===== src/rtl/mips_controller.sv =====
// Multicycle control FSM for the 8-bit-address MIPS datapath.
// Sequences byte-wise fetch, decode, execute, memory access and writeback.
//
// Ports:
//   clk, reset (async, active-high)
//   op[5:0], funct[5:0], zero            : from datapath
//   memread, memwrite                    : byte-wide memory strobes
//   alusrca, alusrcb[1:0], alucontrol[2:0]
//   iord, irwrite[3:0], memtoreg, regdst
//   regwrite, pcen, pcsource[1:0]
//
// Optional feature macro: MIPS_CTRL_ADDI_EN adds the addi execute path.

module mips_controller (
  input  logic       clk,
  input  logic       reset,
  input  logic [5:0] op,
  input  logic [5:0] funct,
  input  logic       zero,
  output logic       memread,
  output logic       memwrite,
  output logic       alusrca,
  output logic [1:0] alusrcb,
  output logic [2:0] alucontrol,
  output logic       iord,
  output logic [3:0] irwrite,
  output logic       memtoreg,
  output logic       regdst,
  output logic       regwrite,
  output logic       pcen,
  output logic [1:0] pcsource
);

  localparam logic [5:0] OP_RTYPE = 6'b000000;
  localparam logic [5:0] OP_LB    = 6'b100000;
  localparam logic [5:0] OP_SB    = 6'b101000;
  localparam logic [5:0] OP_BEQ   = 6'b000100;
  localparam logic [5:0] OP_J     = 6'b000010;
  localparam logic [5:0] OP_ADDI  = 6'b001000;

  localparam logic [3:0] S_FETCH1 = 4'd0;
  localparam logic [3:0] S_FETCH2 = 4'd1;
  localparam logic [3:0] S_FETCH3 = 4'd2;
  localparam logic [3:0] S_FETCH4 = 4'd3;
  localparam logic [3:0] S_DECODE = 4'd4;
  localparam logic [3:0] S_MEMADR = 4'd5;
  localparam logic [3:0] S_LBRD   = 4'd6;
  localparam logic [3:0] S_LBWR   = 4'd7;
  localparam logic [3:0] S_SBWR   = 4'd8;
  localparam logic [3:0] S_RTEX   = 4'd9;
  localparam logic [3:0] S_RTWR   = 4'd10;
  localparam logic [3:0] S_BEQEX  = 4'd11;
  localparam logic [3:0] S_JEX    = 4'd12;
  localparam logic [3:0] S_ADDIEX = 4'd13;
  localparam logic [3:0] S_ADDIWR = 4'd14;

  logic [3:0] r_state;
  logic [3:0] w_next;
  logic [2:0] w_rt_alu;

  always_ff @(posedge clk or posedge reset) begin
    if (reset) r_state <= S_FETCH1;
    else       r_state <= w_next;
  end

  always_comb begin
    w_next = S_FETCH1;
    case (r_state)
      S_FETCH1: w_next = S_FETCH2;
      S_FETCH2: w_next = S_FETCH3;
      S_FETCH3: w_next = S_FETCH4;
      S_FETCH4: w_next = S_DECODE;
      S_DECODE: begin
        case (op)
          OP_LB,
          OP_SB:    w_next = S_MEMADR;
          OP_RTYPE: w_next = S_RTEX;
          OP_BEQ:   w_next = S_BEQEX;
          OP_J:     w_next = S_JEX;
`ifdef MIPS_CTRL_ADDI_EN
          OP_ADDI:  w_next = S_ADDIEX;
`endif
          default:  w_next = S_FETCH1;
        endcase
      end
      S_MEMADR: w_next = (op == OP_LB) ? S_LBRD : S_SBWR;
      S_LBRD:   w_next = S_LBWR;
      S_RTEX:   w_next = S_RTWR;
`ifdef MIPS_CTRL_ADDI_EN
      S_ADDIEX: w_next = S_ADDIWR;
`endif
      default:  w_next = S_FETCH1;
    endcase
  end

  always_comb begin
    case (funct)
      6'b100010: w_rt_alu = 3'b110;
      6'b100100: w_rt_alu = 3'b000;
      6'b100101: w_rt_alu = 3'b001;
      6'b101010: w_rt_alu = 3'b111;
      default:   w_rt_alu = 3'b010;
    endcase
  end

  // The state register already sits at FETCH1 during reset, so the
  // outputs are forced low explicitly to keep every strobe quiet.
  always_comb begin
    memread    = 1'b0;
    memwrite   = 1'b0;
    alusrca    = 1'b0;
    alusrcb    = 2'b00;
    alucontrol = 3'b000;
    iord       = 1'b0;
    irwrite    = 4'b0000;
    memtoreg   = 1'b0;
    regdst     = 1'b0;
    regwrite   = 1'b0;
    pcen       = 1'b0;
    pcsource   = 2'b00;
    if (!reset) begin
      case (r_state)
        S_FETCH1, S_FETCH2, S_FETCH3, S_FETCH4: begin
          memread    = 1'b1;
          alusrcb    = 2'b01;
          alucontrol = 3'b010;
          pcen       = 1'b1;
          irwrite    = 4'b0001 << r_state[1:0];
        end
        S_DECODE: begin
          alusrcb    = 2'b11;
          alucontrol = 3'b010;
        end
        S_MEMADR: begin
          alusrca    = 1'b1;
          alusrcb    = 2'b10;
          alucontrol = 3'b010;
        end
        S_LBRD: begin
          memread = 1'b1;
          iord    = 1'b1;
        end
        S_LBWR: begin
          regwrite = 1'b1;
          memtoreg = 1'b1;
        end
        S_SBWR: begin
          memwrite = 1'b1;
          iord     = 1'b1;
        end
        S_RTEX: begin
          alusrca    = 1'b1;
          alucontrol = w_rt_alu;
        end
        S_RTWR: begin
          regdst   = 1'b1;
          regwrite = 1'b1;
        end
        S_BEQEX: begin
          alusrca    = 1'b1;
          alucontrol = 3'b110;
          pcsource   = 2'b01;
          pcen       = zero;
        end
        S_JEX: begin
          pcsource = 2'b10;
          pcen     = 1'b1;
        end
`ifdef MIPS_CTRL_ADDI_EN
        S_ADDIEX: begin
          alusrca    = 1'b1;
          alusrcb    = 2'b10;
          alucontrol = 3'b010;
        end
        S_ADDIWR: begin
          regwrite = 1'b1;
        end
`endif
        default: ;
      endcase
    end
  end

endmodule


===== config.mk =====
export PLATFORM = sky130hd
export DESIGN_NAME = mips_controller
export DESIGN_NICKNAME = d
export VERILOG_FILES = /design/src/rtl/mips_controller.sv
export SDC_FILE = /design/constraint.sdc
export NUM_CORES = 1
export LEC_CHECK = 0
export ABC_CLOCK_PERIOD_IN_PS = 1100
export BUFFER_PORTS_ARGS = -buffer_cell sky130_fd_sc_hd__buf_2
export CAP_MARGIN = 20
export CORE_MARGIN = 2
export CORE_UTILIZATION = 37
export DETAILED_ROUTE_END_ITERATION = 10
export HOLD_SLACK_MARGIN = 0.05
export PLACE_DENSITY = 0.74
export SLEW_MARGIN = 20
export SYNTH_ARGS = -nofsm -noshare
export SYNTH_HDL_FRONTEND = slang
export SYNTH_SLANG_ARGS = --single-unit

===== constraint.sdc =====
create_clock -name clk -period 1.1 [get_ports clk]
set_input_delay 0.165 -clock clk [delete_from_list [all_inputs] [get_ports clk]]
set_output_delay 0.165 -clock clk [all_outputs]
set_load 0.05 [all_outputs]

==> results by group, run 1 <==
Die
  – Rows: 13
  – Die X: 42.4 um
  – Die height: 42.4 um
  – Initial Util: 41.0%
  – I/O pins: 34

Clock network
  – H-tree levels: 1
  – Clock root buffer: clkbuf_4
  – Postcts setup bufs: 7
  – Resize count post-CTS: 65
  – CTS Buf Count: 3
  – Clk buf depth: 2
  – Clock sinks: 4
  – Hold Buf Count CTS: 1

Synthesis
  – Mapped cell area: 547 um^2
  – Post-synthesis sequential area ratio: 18.3%
  – Ys Warns: 0
  – Synth Net Count: 93
  – Yosys cell types: 33
  – Synth top area share: 18.3%
  – Syn avg cell area: 7.01 um^2
  – Cell taking the most area after synthesis: dfrtp_1
  – Top post-synthesis cells by area: dfrtp_1, nor2_1, a21oi_1
  – Post-Syn Instances: 78
  – Seq cells post-synth: 4

Placement
  – DP Wirelength: 1590 um
  – Port buffer count: 33
  – Setup WS pre-CTS: -0.363 ns
  – Routability cong.: 0.853

Status
  – Halt Stage: clock tree synthesis (4_1_cts)
  – Err: [ERROR DPL-0038] Utilization greater than 100%, impossible to legalize
  – Status: aborted with a tool error
per-stage QoR:
stage | area, um^2 | std cells | utilization (%) | TNS [ns]
after detailed placement | 1060 | 144 | 79.8 | -6.68
after global placement | 1060 | 144 | 79.8 | -6.47
after floorplan | 758 | 78 | - | -5.74
synthesized netlist by cell type, drive strengths merged:
cell and count:
a211o 1, a211oi 2, a21o 2, a21oi 5
a2bb2oi 1, a311o 1, and3 1, and4b 1
buf 5, dfrtp 4, inv 3, nand2 5
nand2b 6, nand3 2, nand4 1, nand4b 2
nor2 17, nor2b 2, nor3 4, nor3b 3
nor4 1, o21ai 3, o221ai 1, o22ai 1
o32ai 1, or2 1, or3 1, xor2 1
logic make-up after synthesis:
logic type / count (synthesis) / synth area share, %
simple gates: 47 / 49.9
compound gates: 18 / 22.2
buf+inv: 8 / 8.01
flops: 4 / 18.3
xor+xnor: 1 / 1.60
==> inputs of run 2 (changes only) <==
- ABC_CLOCK_PERIOD_IN_PS: 1100 -> 1400
- CORE_AREA: unset -> 2 2 63 65
- CORE_MARGIN: 2 -> unset
- CORE_UTILIZATION: 37 -> unset
- DIE_AREA: unset -> 0 0 65 67
- HOLD_SLACK_MARGIN: 0.05 -> unset
- PLACE_DENSITY: 0.74 -> unset
- PLACE_DENSITY_LB_ADDON: unset -> 0.15
- clock period: 1.1 -> 1.4 ns (I/O delays scaled with it)
==> run 2 against run 1 <==
  * The flow now finishes, with violations (negative setup slack)
  * Synthesized cell count unchanged
  * Area after synthesis unchanged
==> results by group, run 2 <==
Critical path
  – Kind of critical path: reg2out
  – CP endpoint kind: output pin
  – Critical-path top delay cell: dfrtp_2
  – CP startpoint kind: flip-flop
  – Top delay family on crit path: flip-flops
  – Worst Setup SP: r_state[3]
  – CP peak stage delay: 0.45 ns
  – RR Endpoint: r_state[2]
  – CP bufs+invs: 3
  – Most used cell along the critical path: buf_6
  – Worst Path Max Fanout: 6
  – Critical Path RT: 1.19 ns
  – Crit path arrival time: 1.41 ns
  – Worst flop-to-flop path startpoint: r_state[2]
  – CP cell instances: buf_6 > buf_6 > a21o_1 > a21oi_4 > buf_6
  – Reg2reg path depth: 6
  – R2R Setup Slk: -0.01 ns

Timing
  – Worst Hold Slack: 0.0368 ns
  – Setup TNS: -2.95 ns
  – Relative slew margins: 76.0%
  – Crit path time final: 1.62 ns
  – Hold violation total from the final report: 0
  – Clock Skews: 0.00269 ns
  – Tcrit/Tclk final: 116%
  – Final Max Tran Viols: 0
  – Worst setup margin: -0.219 ns
  – Final setup fails: 20
  – Worst-Margin Slew: 0.359 ns
  – Fmax achieved: 618 MHz
  – RSZ-0062 raised after global routing: yes

Die
  – Die area: 4360 um^2
  – Core Region: 3610 um^2
  – Rows: 22 (+9)
  – Die height: 67 um (+58%)
  – I/O pins: 34 (unchanged)
  – Die X: 65 um (+53%)
  – Initial Util: 15.2% (-26 points)

Power
  – Clock network power share: 8.9%
  – Combinational share of power: 81.5%
  – Static Leakage: 0.640 nW
  – Seq pwr share: 9.5%
  – Cell Int Power: 1.41 mW
  – Pwr dens: 1850 nW/um^2
  – Switching part of the total: 47.0%
  – Total power: 2.65 mW
  – VDD IR-drop max: 0.599 mV
  – Psw: 1.25 mW

Clock network
  – Clock root buffer: clkbuf_8
  – H-tree levels: 1 (unchanged)
  – CTS tree: yes
  – Clk buf depth: 2 (unchanged)
  – Clock sinks: 4 (unchanged)
  – CTS Buf Count: 3 (unchanged)
  – Clock transition at path regs: 0.03 ns
  – Clock Latency Late Sink: 0.21 ns

Synthesis
  – Ys Warns: 0 (unchanged)
  – Cell taking the most area after synthesis: dfrtp_1
  – Mapped cell area: 547 um^2 (unchanged)
  – Synth cell count leaders: nor2_1, a21oi_1, nand2_1
  – Synth Net Count: 93 (unchanged)
  – Syn avg cell area: 7.01 um^2 (unchanged)
  – Yosys cell types: 33 (unchanged)
  – Seq cells post-synth: 4 (unchanged)
  – Ys flop type: dfrtp_1
  – Synth top area share: 18.3% (unchanged)
  – Top-count cell post-synth: nor2_1
  – Post-synthesis sequential area ratio: 18.3% (unchanged)
  – Asr flop ratio synth: 100% (unchanged)
  – Top post-synthesis cells by area: dfrtp_1, nor2_1, a21oi_1
  – Post-synth EDFFs: 0 (unchanged)
  – Post-Syn Instances: 78 (unchanged)

Placement
  – Setup WS pre-CTS: -0.132 ns (+0.230 ns)
  – DP Wirelength: 1760 um (+11%)
  – DP Area: 1100 um^2 (+3.8%)
  – Routability cong.: 0.746 (-13%)
  – Inst Count DP: 176 (+22%)
  – Port buffer count: 33 (unchanged)

Detailed routing
  – Starting DRT DRC Count: 5
  – Via-to-Cell Ratio: 4.38
  – Final antenna-violating net count: 0
  – First drt pass iteration count: 4
  – DRT Wirelength: 2230 um
  – DR DRC count: 0
  – Vias: 819
  – Drt wl/cell: 11.9 um

Cells and area
  – Top reg by flops: r_state
  – Fraction of layout cells with a size suffix above 1: 75.5%
  – Fin area: 1440 um^2
  – Final-stage net count: 156
  – Antenna Diode Count: 0
  – Most common cell after layout, fill and taps aside: buf_6
  – Fillcell total: 368
  – Most frequent cells in the layout: buf_6, buf_4, buf_2, nor2_1, nor2_4
  – Final Util: 39.8%
  – Max FFs per register: 4
  – Top Registers: r_state (4)
  – Final std cells w/o fill: 187
  – Area growth syn-to-layout: 162%

Status
  – Status: finished, violations left
  – Failing checks: negative setup slack

Global routing
  – Pin count of the biggest net entering global routing: 14
  – Number of global-route vias before repair: 846
  – Overflow after GRT: 0
  – Antenna violations before repair: 0
  – GRT Util Overall: 10.5%
  – First-pass GRT wire length: 3550 um

Flow run
  – Max Cap Violations: 0

Worst hold path
  – Hold crit path type: in2async
[run 2: power groups by stage]
| stage | clock [mW] | combinational [mW] | sequential (mW) |
|---|---|---|---|
| after detailed placement | 0 | 1.72 | 0.234 |
| after global placement | 0 | 1.74 | 0.234 |
| final | 0.237 | 2.16 | 0.253 |
| after CTS | 0.243 | 2.04 | 0.241 |
| after global routing | 0.250 | 2.28 | 0.263 |
| after floorplan | 0 | 1.14 | 0.224 |
[run 2: worst max path at each step]
| stage | slack (ns) | cells past startpoint | end |
|---|---|---|---|
| floorplan | -0.21 | 4 | regwrite |
| global placement | -0.13 | 5 | iord |
| detailed placement | -0.13 | 5 | regwrite |
| CTS | -0.24 | 5 | iord |
| global route | -0.28 | 5 | memwrite |
| finish | -0.22 | 5 | pcen |
[run 2: timing repair]
action | CTS | global route
pin swaps | 8 | 5
setup buffers | 5 | 3
endpoints found under the setup margin | 21 | 23
endpoints found under the hold margin | 1 | 0
hold buffers | 1 | 0
resized for setup | 50 | 16
[run 2: worst register-to-register path: cells and delay by family, from the launching register on]
kind	cells	cell delay, ns
AND/OR/NAND/NOR	3	0.27
AO/OA/AOI/OAI	1	0.33
flip-flops	1	0.43
buffers and inverters	2	0.26
[run 2: final cells by class]
type	count	area [um^2]	area share [%]
multi-input combinational	66	648	45.2
timing repair buffer	63	571	39.8
sequential	4	104	7.24
tap	48	60.1	4.18
clock buffer	3	41.3	2.88
inverter	3	11.3	0.785
[run 2: metal layers]
metal	part of all wire, %	vias to the layer above	global-route usage [%]
met3	6.1	2	1.35
met5	0	-	0
met1	41	388	11.8
met2	51	28	19.3
li1	-	401	-
met4	1.2	0	5.59
[run 2: logic make-up (layout without fill, tap and decap cells)]
family	count (synthesis)	after routing	synth area share [%]
simple gates	47	47	49.9
compound gates	18	18	22.2
buf+inv	8	69	8.01
flops	4	4	18.3
xor+xnor	1	1	1.60
(Power assumes the default switching activity.)
